--- src/rtl/serial_receiver.sv ---
// Serial receiver: start bit (0), DATA_BITS data bits MSB first, stop bit (1).
// Define SERIAL_RX_STOP_CHECK_EN to add the STOP state and the stop-bit check.
module serial_receiver #(
    parameter int DATA_BITS = 8
) (
    input  logic                 dataClk,
    input  logic                 rst,
    input  logic                 serialDataIn,
    input  logic                 dataAck,
    output logic [DATA_BITS-1:0] parallelDataOut,
    output logic                 dataValid,
    output logic                 frameError,
    output logic                 overrun,
    output logic                 busy
);

    localparam int CNT_W = $clog2(DATA_BITS + 1);
    localparam logic [CNT_W-1:0] LAST_BIT = CNT_W'(DATA_BITS - 1);

`ifdef SERIAL_RX_STOP_CHECK_EN
    typedef enum logic [1:0] {IDLE, SHIFT, STOP} state_t;
`else
    typedef enum logic {IDLE, SHIFT} state_t;
`endif

    state_t               state;
    state_t               nextState;
    logic [CNT_W-1:0]     bitCount;
    logic [DATA_BITS-1:0] shiftReg;
    logic [DATA_BITS-1:0] shiftNext;
    logic [DATA_BITS-1:0] loadValue;
    logic                 startFrame;
    logic                 shiftEn;
    logic                 completeByte;
`ifdef SERIAL_RX_STOP_CHECK_EN
    logic                 badStop;
`endif

    assign shiftNext = (shiftReg << 1) | DATA_BITS'(serialDataIn);
    assign busy      = (state != IDLE);

    always_ff @(posedge dataClk or posedge rst) begin
        if (rst) state <= IDLE;
        else     state <= nextState;
    end

    always_comb begin
        nextState    = state;
        startFrame   = 1'b0;
        shiftEn      = 1'b0;
        completeByte = 1'b0;
`ifdef SERIAL_RX_STOP_CHECK_EN
        badStop      = 1'b0;
`endif
        case (state)
            IDLE: begin
                if (!serialDataIn) begin
                    nextState  = SHIFT;
                    startFrame = 1'b1;
                end
            end
            SHIFT: begin
                shiftEn = 1'b1;
                if (bitCount == LAST_BIT) begin
`ifdef SERIAL_RX_STOP_CHECK_EN
                    nextState = STOP;
`else
                    nextState    = IDLE;
                    completeByte = 1'b1;
`endif
                end
            end
`ifdef SERIAL_RX_STOP_CHECK_EN
            STOP: begin
                nextState = IDLE;
                if (serialDataIn) completeByte = 1'b1;
                else              badStop      = 1'b1;
            end
`endif
            default: nextState = IDLE;
        endcase
    end

    // With the stop check the byte is already assembled when STOP is reached;
    // without it the last data bit is merged in on the completing edge.
`ifdef SERIAL_RX_STOP_CHECK_EN
    assign loadValue = shiftReg;
`else
    assign loadValue = shiftNext;
`endif

    always_ff @(posedge dataClk or posedge rst) begin
        if (rst) begin
            bitCount <= '0;
            shiftReg <= '0;
        end else if (startFrame) begin
            bitCount <= '0;
        end else if (shiftEn) begin
            bitCount <= bitCount + CNT_W'(1);
            shiftReg <= shiftNext;
        end
    end

    // A completing byte wins over an acknowledge on the same edge, but the
    // acknowledge still clears overrun since the consumer took the old byte.
    always_ff @(posedge dataClk or posedge rst) begin
        if (rst) begin
            parallelDataOut <= '0;
            dataValid       <= 1'b0;
            overrun         <= 1'b0;
        end else if (completeByte) begin
            parallelDataOut <= loadValue;
            dataValid       <= 1'b1;
            if (dataAck)        overrun <= 1'b0;
            else if (dataValid) overrun <= 1'b1;
        end else if (dataAck && dataValid) begin
            dataValid <= 1'b0;
            overrun   <= 1'b0;
        end
    end

`ifdef SERIAL_RX_STOP_CHECK_EN
    always_ff @(posedge dataClk or posedge rst) begin
        if (rst) frameError <= 1'b0;
        else     frameError <= badStop;
    end
`else
    assign frameError = 1'b0;
`endif

endmodule

--- config.mk ---
export PLATFORM = sky130hd
export DESIGN_NAME = serial_receiver
export DESIGN_NICKNAME = d
export VERILOG_FILES = /design/src/rtl/serial_receiver.sv
export SDC_FILE = /design/constraint.sdc
export NUM_CORES = 1
export LEC_CHECK = 0
export BUFFER_PORTS_ARGS = -buffer_cell sky130_fd_sc_hd__buf_4
export CAP_MARGIN = 0
export CORE_ASPECT_RATIO = 1.1
export CORE_MARGIN = 4
export CORE_UTILIZATION = 30
export CTS_BUF_LIST = sky130_fd_sc_hd__clkbuf_8
export DETAILED_ROUTE_END_ITERATION = 7
export GPL_ROUTABILITY_DRIVEN = 0
export PLACE_DENSITY_LB_ADDON = 0.2
export SLEW_MARGIN = 20
export SYNTH_ARGS = -nofsm -noshare
export SYNTH_HDL_FRONTEND = slang
export SYNTH_SLANG_ARGS = --single-unit
--- constraint.sdc ---
create_clock -name dataClk -period 2 [get_ports dataClk]
set_clock_uncertainty 0.2 [all_clocks]
set_input_delay 0.2 -clock dataClk [delete_from_list [all_inputs] [get_ports dataClk]]
set_output_delay 0.2 -clock dataClk [all_outputs]
set_load 0.05 [all_outputs]
After elaboration in Yosys (flattened, before gate mapping)
Cells that the tools add are included.
{ "word_totals": {"regBits": 22, "input_bits": 4, "output_inout_bits": 12, "elab_cells": 31} }
{ "classes": {"add_sub_neg": 1, "eq_ne": 2, "mux": 14, "bitwise": 3, "reduce_logical": 5} }
{ "op_table": {"columns": ["cell", "n"], "rows": [
  ["1-bit two-way mux", 11],
  ["4-bit two-way mux", 2],
  ["8-bit by 1-bit OR with 8-bit output", 1],
  ["4-bit by 1-bit adder with 4-bit output (second input constant)", 1],
  ["4-bit by 3-bit equality test with 1-bit output (second input constant)", 1],
  ["2-bit AND reduction", 2],
  ["2-bit nonzero test", 2],
  ["3-bit inequality test (second input constant)", 1],
  ["1-bit inverter", 2],
  ["1-bit one-hot mux with 2 select lines", 1],
  ["1-bit logical AND", 1]
]} }

Depth between registers and ports, before layout
Gate-level depths: netlist (run 1).
{ "depth": {"depth_word": 5, "mapped_depth": 5, "ltp_nobuf": 4} }

Worst setup path after synthesis (run 1)
Ideal clock, no wire load.
{ "synth_path": {"path_kind": "register to register", "startpoint": "register state (netlist: busy)", "endpoint": "register shiftReg[0]", "setup_ps": 125, "t_arrival_ps": 1276, "required_time_ps": 1675, "setup_slack_ps": 399, "stages_incl_launch_ff": 4, "path_buffers": 2, "synth_period_minus_slack_ps": 1601, "cell_sequence": "dfrtp_1 > buf_6 > buf_4 > mux2_2"} }
{ "synth_via": {"elab_chain_len": 3, "word_cells_on_any_way": 4, "cone_classes": "mux (2); bitwise (1); reduce/logical (1)"} }
{ "synth_lines": {"columns": ["element", "line", "source"], "rows": [
  ["start, declared", "26", "state_t state;"],
  ["start signal, assigned", "44", "else state <= nextState;"],
  ["1-bit two-way mux", "55", "case (state)"],
  ["1-bit inverter (no source line)", null, null],
  ["2-bit AND reduction (no source line) *", null, null],
  ["end signal, assigned", "100", "shiftReg <= shiftNext;"],
  ["end, declared", "29", "logic [DATA_BITS-1:0] shiftReg;"]
]} }
Mark *: on every way between the ends. The rest lies on a longest branch, timed or not.
A chain may end at the register's enable or synchronous reset.

Worst setup path in the final report (run 1)
{ "layout_path": {"startpoint": "register bitCount[0]", "endpoint": "register overrun"} }
{ "layout_via": {"elab_chain_len": 5, "word_cells_on_any_way": 7, "cone_classes": "eq/ne (2); mux (3); reduce/logical (2)"} }
{ "layout_lines": {"columns": ["element", "line", "source"], "rows": [
  ["start, declared", "28", "logic [CNT_W-1:0] bitCount;"],
  ["start signal, assigned", "99", "bitCount <= bitCount + CNT_W'(1);"],
  ["4-bit by 3-bit equality test with 1-bit output *", "64", "if (bitCount == LAST_BIT) begin"],
  ["1-bit two-way mux *", "64", null],
  ["1-bit two-way mux *", "55", null],
  ["3-bit inequality test (no source line) / 2-bit nonzero test (equally long branches)", null, null],
  ["2-bit AND reduction (no source line)", null, null],
  ["end signal, assigned", "110", "overrun <= 1'b0;"],
  ["end signal, assigned", "114", "if (dataAck) overrun <= 1'b0;"],
  ["end signal, assigned", "115", "else if (dataValid) overrun <= 1'b1;"],
  ["end, declared", "13", "output logic overrun,"]
]} }
Marked as above.

==> flow_summary_export.csv, run 1 <==
group,metric,value,unit
outcome,status,"completed",
yosys,synth_nets,85,
clock_tree,htreeDepth,1,
global_routing,grt_overflow_total,0,
global_routing,antenna_found_initial,0,
timing,finalSetupTns,0,ns
final_layout,area_growth,23.0,%
yosys,netlist_top_cells_count,"nand2_1, dfrtp_1, mux2_2",
floorplanning,num_rows,20,
final_layout,diodes,0,
yosys,yosysSeqAreaShare,60.5,%
critical_path,critPathRequiredTime,1.95,ns
final_layout,layout-drive-gt1-share,31.3,%
critical_path,crit_type,"flip-flop to flip-flop",
critical_path,reg2reg_slack,0.46,ns
timing,fin_crit_sh,77.2,%
drt,antenna_left,0,
clock_tree,tritoncts,"done",
floorplanning,dieArea,3980,um2
drt,wl_per_cell,12.1,um
final_layout,multi_input_area,314,um2
yosys,ys.flop_type,"dfrtp_1",
global_routing,grt_pass1_vias,626,
final_layout,final_net_count,105,
yosys,ys_ff_latch,22,
yosys,synthArstFlopShare,100,%
global_routing,grt_pass1_wl,2840,um
critical_path,rr_endpoint,"overrun$_DFFE_PP0P_",
final_layout,nFillCells,317,
floorplanning,chipWidth,60.5,um
pwr,p_per_area,1810,nW/um2
global_routing,grt_use_total,9.64,%
critical_path,startpoint_type,"flip-flop",
worst_hold_path,hp-start,"parallelDataOut[4]$_DFFE_PP0P_",
drt,viasPerCell,4.37,
clock_tree,root_buffer,"clkbuf_8",
critical_path,r2r_start,"bitCount[0]$_DFFE_PP0P_",
yosys,yosys-top-cells-area,"dfrtp_1, nand2_1, mux2_2",
clock_tree,post-cts-setup-buffer-count,0,
drt,wirelength,1590,um
timing,fmax,648,MHz
yosys,synth.most_common_cell,"nand2_1",
yosys,syn_area,910,um2
drt,drt-initial-drc-count,7,
timing,setup_viol,0,
placement,numPortBuffers,14,
yosys,yosysUniqueCellTypes,18,
timing,period_needed,1.54,ns
floorplanning,die_h,65.8,um
final_layout,area.sequential,551,um2
floorplanning,coreArea,2830,um2
placement,dp_cells,125,
timing,slew_violations,0,
yosys,yosysWarningCount,0,
yosys,synthesis.instances,80,
worst_hold_path,hold_depth,2,
critical_path,cp.arrival,1.49,ns
worst_hold_path,hold_class,"flip-flop to flip-flop",
placement,hpwl,1120,um
pwr,peakVddDrop,0.713,mV
clock_tree,clk_latency,0.25,ns
pwr,leakage,0.000557,uW
critical_path,endpoint_kind,"flip-flop",
yosys,synth_edf_count,0,
clock_tree,cts_buffer_depth,2,
clock_tree,cts-buffers-inserted,3,
clock_tree,clk_pin_slew,0.08,ns
critical_path,worstPathMaxFanout,10,
drt,vias,577,
pwr,total_power,2030,uW
floorplanning,start_util,32.2,%
drt,firstDrtPassIters,3,
yosys,synth.top_cell.area_share,60.5,%
global_routing,grt_start_max_net_pins,23,
timing,final_hold_viol_count,0,
worst_hold_path,hold_end,"parallelDataOut[4]$_DFFE_PP0P_",
clock_tree,cts.sinks,22,
drt,remaining_drc_errors,0,
timing,holdWs,0.277,ns
final_layout,finalNonFillerCells,132,
floorplanning,ioPinCount,16,
yosys,yosysTopAreaCell,"dfrtp_1",
critical_path,rr_worst_depth,4,
run,drv_cap,0,
timing,rsz0062_at_grt,"no",
yosys,syn_avg_cell_area,11.4,um2
==> cells in the final DEF, fill, tap and decap left out, types with 2 or more instances in the layout <==
| cell | count |
|---|---|
| buf_4 | 16 |
| clkbuf_8 | 4 |
| dfrtp_1 | 22 |
| dlygate4sd3_1 | 3 |
| inv_1 | 2 |
| mux2_2 | 8 |
| nand2_1 | 27 |
| nand3_1 | 2 |
| nor2b_1 | 2 |
| o21ai_0 | 4 |
==> cell type report <==
class                           count  share of cell area (%)
Sequential cell                    22                    49.2
Inverter                            2                   0.671
Multi-Input combinational cell     52                    28.1
Timing Repair Buffer               19                    13.4
Clock buffer                        4                    4.92
Tap cell                           33                    3.69
==> flip-flops by register name (all words and copies together) (netlist names) <==
signal / count
bitCount: 4
shiftReg: 7
overrun: 1
busy: 1
parallelDataOut: 8
dataValid: 1
==> critical path, stage by stage (launching register included) <==
cell	delay, ns
dfrtp_1	0.40
ha_1	0.25
and4b_1	0.33
a21oi_2	0.20
o21ai_2	0.06
==> where the power goes <==
group | internal (uW) | switching, uW | leakage (uW)
clock | 175 | 137 | 0.0000288
combinational | 349 | 559 | 0.000264
sequential | 651 | 157 | 0.000264
==> worst max-delay path by stage <==
stage,from,endpoint,slack (ns),cells past startpoint
after floorplan,busy$_DFF_PP0_,shiftReg[0]$_DFFE_PP0P_,0.40,3
after detailed placement,bitCount[0]$_DFFE_PP0P_,overrun$_DFFE_PP0P_,0.46,4
final,bitCount[0]$_DFFE_PP0P_,overrun$_DFFE_PP0P_,0.46,4
after global placement,bitCount[0]$_DFFE_PP0P_,overrun$_DFFE_PP0P_,0.49,4
after global routing,busy$_DFF_PP0_,overrun$_DFFE_PP0P_,0.34,3
after CTS,bitCount[0]$_DFFE_PP0P_,overrun$_DFFE_PP0P_,0.44,4
==> per-stage QoR <==
stage	utilization, %	area, um2	setup WS [ns]
after floorplan	-	910	0.399
after global placement	36.5	1030	0.494
after detailed placement	36.5	1030	0.455
after CTS	39.6	1120	0.438
after global routing	39.6	1120	0.343
final	39.6	1120	0.457
==> layer usage <==
layer,up-vias,track usage (%),wire length [um]
met1,272,13.1,758
met4,0,4.07,19
li1,295,-,-
met5,-,0,0
met3,2,2.36,71
met2,8,14.5,743
==> what timing repair did <==
item	4_1_cts	5_1_grt
endpoints found under the hold margin	25	0
resized for setup	0	0
hold buffers	3	0
==> cells by family after synthesis <==
logic type / Yosys count / synth area share (%)
simple gates: 34 / 16.8
fa+ha+maj: 1 / 1.38
xor+xnor: 1 / 0.963
other cells: 1 / 0.412
compound gates: 7 / 5.09
mux: 8 / 9.90
flops: 22 / 60.5
buf+inv: 6 / 4.95
Power figures use the tool's default switching activity.
==> run 2: changes to the inputs <==
Clock period 2 ns to 1.51 ns, I/O delays scaled along.
==> run 2 against run 1 <==
Effect of this change:
- sequential share of layout area shrank 1.6 points
- critical path type unchanged
- critical endpoint unchanged
- highest routed layer unchanged
- clock power grew 72%
- design area grew 3.7%
- largest cell class unchanged
- utilization grew 1.5 points
- die area is the same
- first-iteration DRC count grew 86%
==> flow_summary_export.csv, run 2 (synthesis gave the netlist of run 1 again) <==
group,metric,value,unit
timing,finalSetupTns,0,ns
drt,viasPerCell,4.45,
final_layout,stdcell_area,1160,um2
timing,holdWs,0.273,ns
floorplanning,dieArea,3980,um2
timing,setup_viol,0,
worst_hold_path,hold_class,"flip-flop to flip-flop",
drt,wl_per_cell,12.2,um
drt,antenna_left,0,
pwr,leakage,0.000577,uW
final_layout,largest-register,"parallelDataOut",
clock_tree,root_buffer,"clkbuf_8",
final_layout,area_growth,27.5,%
global_routing,grt_pass1_wl,2860,um
critical_path,endpoint_kind,"flip-flop",
placement,hpwl,1150,um
global_routing,antenna_found_initial,0,
pwr,peakVddDrop,0.945,mV
placement,numPortBuffers,14,
final_layout,nFillCells,290,
run,drv_cap,0,
global_routing,grt_start_max_net_pins,23,
timing,final_hold_viol_count,0,
clock_tree,cts-buffers-inserted,3,
clock_tree,clk_latency,0.26,ns
final_layout,mostFrequentLayoutCells,"nand2_1, dfrtp_1, buf_4",
global_routing,grt_overflow_total,0,
drt,vias,601,
drt,wirelength,1650,um
timing,fmax,674,MHz
placement,placed_area,1050,um2
clock_tree,cts_buffer_depth,2,
clock_tree,clk_pin_slew,0.08,ns
final_layout,diodes,0,
critical_path,startpoint_type,"flip-flop",
floorplanning,num_rows,20,
floorplanning,chipWidth,60.5,um
timing,rsz0062_at_grt,"yes",
drt,drt-initial-drc-count,13,
critical_path,cp.arrival,1.43,ns
timing,fin_crit_sh,98.3,%
final_layout,final_net_count,108,
drt,remaining_drc_errors,0,
global_routing,grt_pass1_vias,652,
floorplanning,start_util,32.2,%
clock_tree,tritoncts,"done",
floorplanning,die_h,65.8,um
critical_path,worstPathMaxFanout,10,
pwr,p_per_area,2470,nW/um2
floorplanning,coreArea,2830,um2
floorplanning,ioPinCount,16,
clock_tree,cts.sinks,22,
final_layout,layout-drive-gt1-share,35.3,%
final_layout,reg_top3,"parallelDataOut (8), shiftReg (7), bitCount (4)",
drt,firstDrtPassIters,4,
final_layout,layout_commonest_cell,"nand2_1",
clock_tree,htreeDepth,1,
critical_path,crit_type,"flip-flop to flip-flop",
critical_path,critPathRequiredTime,1.46,ns
global_routing,grt_use_total,9.76,%
timing,period_needed,1.48,ns
final_layout,largest_reg_flops,8,
outcome,status,"completed",
timing,slew_violations,0,
## run 2: final cells by class
class / count / area [um2] / share of cell area (%)
clock inverters: 1 / 30.0 / 2.59
multi-input cells: 52 / 315 / 27.2
clock buffers: 3 / 41.3 / 3.56
inverters: 2 / 7.51 / 0.647
repair buffers: 22 / 173 / 14.9
well taps: 33 / 41.3 / 3.56
flip-flops and latches: 22 / 552 / 47.6
## run 2: power by group
| group | internal (uW) | total [uW] | switching (uW) |
|---|---|---|---|
| registers | 865 | 1060 | 194 |
| clock network | 354 | 538 | 184 |
| logic | 507 | 1270 | 765 |
| total | 1730 | 2870 | 1140 |
## run 2: path summary, 6_finish.rpt
path	startpoint	end	slack, ns	cells past startpoint
worst max register to register	bitCount[0]$_DFFE_PP0P_	overrun$_DFFE_PP0P_	0.03	4
worst max-delay path	bitCount[0]$_DFFE_PP0P_	overrun$_DFFE_PP0P_	0.03	4
worst min-delay path	shiftReg[6]$_DFFE_PP0P_	parallelDataOut[7]$_DFFE_PP0P_	0.27	2
worst min register to register	shiftReg[6]$_DFFE_PP0P_	parallelDataOut[7]$_DFFE_PP0P_	0.27	2
min in group asynchronous	rst	parallelDataOut[3]$_DFFE_PP0P_	0.28	4
max in group asynchronous	rst	busy$_DFF_PP0_	0.59	4
## run 2: routing by layer
layer  track usage (%)  share of wire, %  vias up
met5                 0                 0        -
met4              5.69               1.2        0
met3              2.36               3.9        2
met2              15.0                49        8
met1              12.2                46      290
li1                  -                 -      301
## run 2: metrics by stage
step | power (uW) | util [%] | cells | setup WS (ns)
5_1_grt | 3070 | 41.0 | 135 | -0.0387
4_1_cts | 2900 | 40.8 | 134 | 0.00995
3_3_place_gp | 2300 | 37.1 | 127 | 0.0365
3_5_place_dp | 2340 | 37.1 | 127 | -0.00346
2_1_floorplan | 2000 | - | 80 | 0.0340
6_report | 2870 | 41.0 | 135 | 0.0261
## run 2: worst max-delay path, cell delays in order (launching register included)
cell     delay (ns)
dfrtp_1        0.39
ha_1           0.24
and4b_2        0.32
a21oi_2        0.17
o21ai_2        0.05
## run 2: timing repair
item                                    in CTS  in global routing
endpoints found under the hold margin       27                  0
hold buffers                                 3                  0
buffers inserted                             0                  1
endpoints found under the setup margin       1                  5
gates resized for setup                      1                  0
==> run 3: changes to the inputs <==
Settings changed: CTS_CLUSTER_SIZE from default to 16, PLACE_DENSITY_LB_ADDON 0.2 to default, REMOVE_ABC_BUFFERS from default to 1.
==> run 3 against run 2 <==
Effect of this change:
- cell count shrank 1.5%
- first-iteration DRC count shrank 69%
- design area shrank 1.5%
- sequential power barely moved
- flip-flop and latch count stayed put
- die area is the same
- total power down 4.7%
- wire length shrank 7.4%
- clock power decreased by 23%
- register-to-register slack better by 0.09 ns
- via count shrank 1.3%
- largest power group unchanged
- highest routed layer unchanged
==> flow_summary_export.csv, run 3 (synthesis gave the netlist of run 1 again) <==
group,metric,value,unit
outcome,status,"completed",
final_layout,layout-drive-gt1-share,35.0,%
critical_path,startpoint_type,"flip-flop",
timing,fmax,718,MHz
global_routing,grt_start_max_net_pins,23,
drt,antenna_left,0,
floorplanning,chipWidth,60.5,um
pwr,total_power,2730,uW
drt,remaining_drc_errors,0,
timing,slew_violations,0,
critical_path,cp.arrival,1.39,ns
drt,vias,593,
clock_tree,htreeDepth,1,
run,drv_cap,0,
timing,setup_ws,0.117,ns
final_layout,mostFrequentLayoutCells,"nand2_1, dfrtp_1, buf_4",
timing,final_hold_viol_count,0,
drt,firstDrtPassIters,2,
floorplanning,coreArea,2830,um2
pwr,peakVddDrop,1.07,mV
global_routing,use_met3,1.96,%
final_layout,area_growth,25.6,%
timing,fin_crit_sh,92.2,%
global_routing,use_met1,12.7,%
drt,wirelength,1520,um
timing,period_needed,1.39,ns
floorplanning,num_rows,20,
drt,wl_per_cell,11.5,um
clock_tree,tritoncts,"done",
drt,drt-initial-drc-count,4,
clock_tree,cts.sinks,22,
final_layout,reg_top3,"parallelDataOut (8), shiftReg (7), bitCount (4)",
pwr,leakage,0.000570,uW
floorplanning,dieArea,3980,um2
critical_path,worstPathMaxFanout,10,
global_routing,grt_overflow_total,0,
critical_path,crit_type,"flip-flop to flip-flop",
floorplanning,ioPinCount,16,
timing,rsz0062_at_grt,"no",
placement,numPortBuffers,14,
global_routing,met2_usage,13.6,%
clock_tree,cts-buffers-inserted,3,
placement,hpwl,1080,um
critical_path,critPathRequiredTime,1.50,ns
drt,viasPerCell,4.46,
clock_tree,cts_buffer_depth,2,
pwr,p_per_area,2390,nW/um2
final_layout,largest_reg_flops,8,
critical_path,endpoint_kind,"flip-flop",
global_routing,grt_use_total,9.31,%
worst_hold_path,hold_class,"primary input to asynchronous set/reset pin",
final_layout,largest-register,"parallelDataOut",
global_routing,antenna_found_initial,0,
final_layout,layout_commonest_cell,"nand2_1",
clock_tree,clk_latency,0.26,ns
floorplanning,start_util,32.2,%
timing,setup_viol,0,
final_layout,diodes,0,
final_layout,final_net_count,106,
floorplanning,die_h,65.8,um
global_routing,grt_busiest_layer,"met2",
placement,dp_slack,-0.0260,ns
clock_tree,clk_pin_slew,0.08,ns
global_routing,grt_pass1_vias,605,
global_routing,grt_pass1_wl,2750,um
clock_tree,root_buffer,"clkbuf_8",
==> run 3: cell types whose count changed in the layout (fill, tap and decap cells not counted), sizes merged <==
cell,previous run,this run
clkbuf,3,4
buf,19,17
bufinv,1,0
==> run 3: report_power, final <==
group	total (uW)	internal, uW	switching [uW]
Combinational	1260	496	766
Clock	416	232	184
Sequential	1060	865	190
==> run 3: area by class of cell <==
| cell class | count | area, um2 |
|---|---|---|
| tap | 33 | 41.3 |
| multi-input combinational | 52 | 329 |
| sequential | 22 | 552 |
| timing repair buffer | 20 | 158 |
| clock buffer | 4 | 55.1 |
| fill | 293 | 1690 |
| inverter | 2 | 7.51 |
==> run 3: worst max-delay path: stages, from the launching register on <==
cell and delay, ns:
dfrtp_1 0.38, ha_2 0.24, and4b_4 0.34, a21oi_2 0.08, o21ai_2 0.10
==> run 3: repair_timing <==
item                       CTS  global route
hold endpoints to repair    27             0
hold buffers                 3             0
resized for setup            2             3
buffers inserted             0             1
setup endpoints to repair    4            10
pin swaps                    0             0
==> run 3: final timing paths <==
kind | slack, ns | start | cells past startpoint | to
setup / recovery | 0.12 | bitCount[0]$_DFFE_PP0P_ | 4 | overrun$_DFFE_PP0P_
hold / removal | 0.26 | rst | 4 | bitCount[3]$_DFFE_PP0P_
setup reg to reg | 0.12 | bitCount[0]$_DFFE_PP0P_ | 4 | overrun$_DFFE_PP0P_
hold reg to reg | 0.28 | shiftReg[6]$_DFFE_PP0P_ | 2 | parallelDataOut[7]$_DFFE_PP0P_
max in group asynchronous | 0.61 | rst | 4 | busy$_DFF_PP0_
min in group dataClk | 0.28 | shiftReg[6]$_DFFE_PP0P_ | 2 | parallelDataOut[7]$_DFFE_PP0P_
==> run 3: routing by layer <==
layer,wire (um),part of all wire (%)
met4,14,0.92
met3,81,5.3
met1,767,50
met5,0,0
met2,659,43
==> run 3: metrics by stage <==
| stage | hold slack, ns | instance area, um2 | instances | TNS, ns | util [%] |
|---|---|---|---|---|---|
| global placement | 0.00593 | 1030 | 125 | 0 | 36.5 |
| floorplan | -0.0598 | 872 | 76 | -3.29 | - |
| global route | 0.307 | 1140 | 133 | 0 | 40.4 |
| CTS | 0.282 | 1120 | 132 | 0 | 39.6 |
| finish | 0.263 | 1140 | 133 | 0 | 40.4 |
| detailed placement | 0.0173 | 1030 | 125 | -0.0260 | 36.5 |
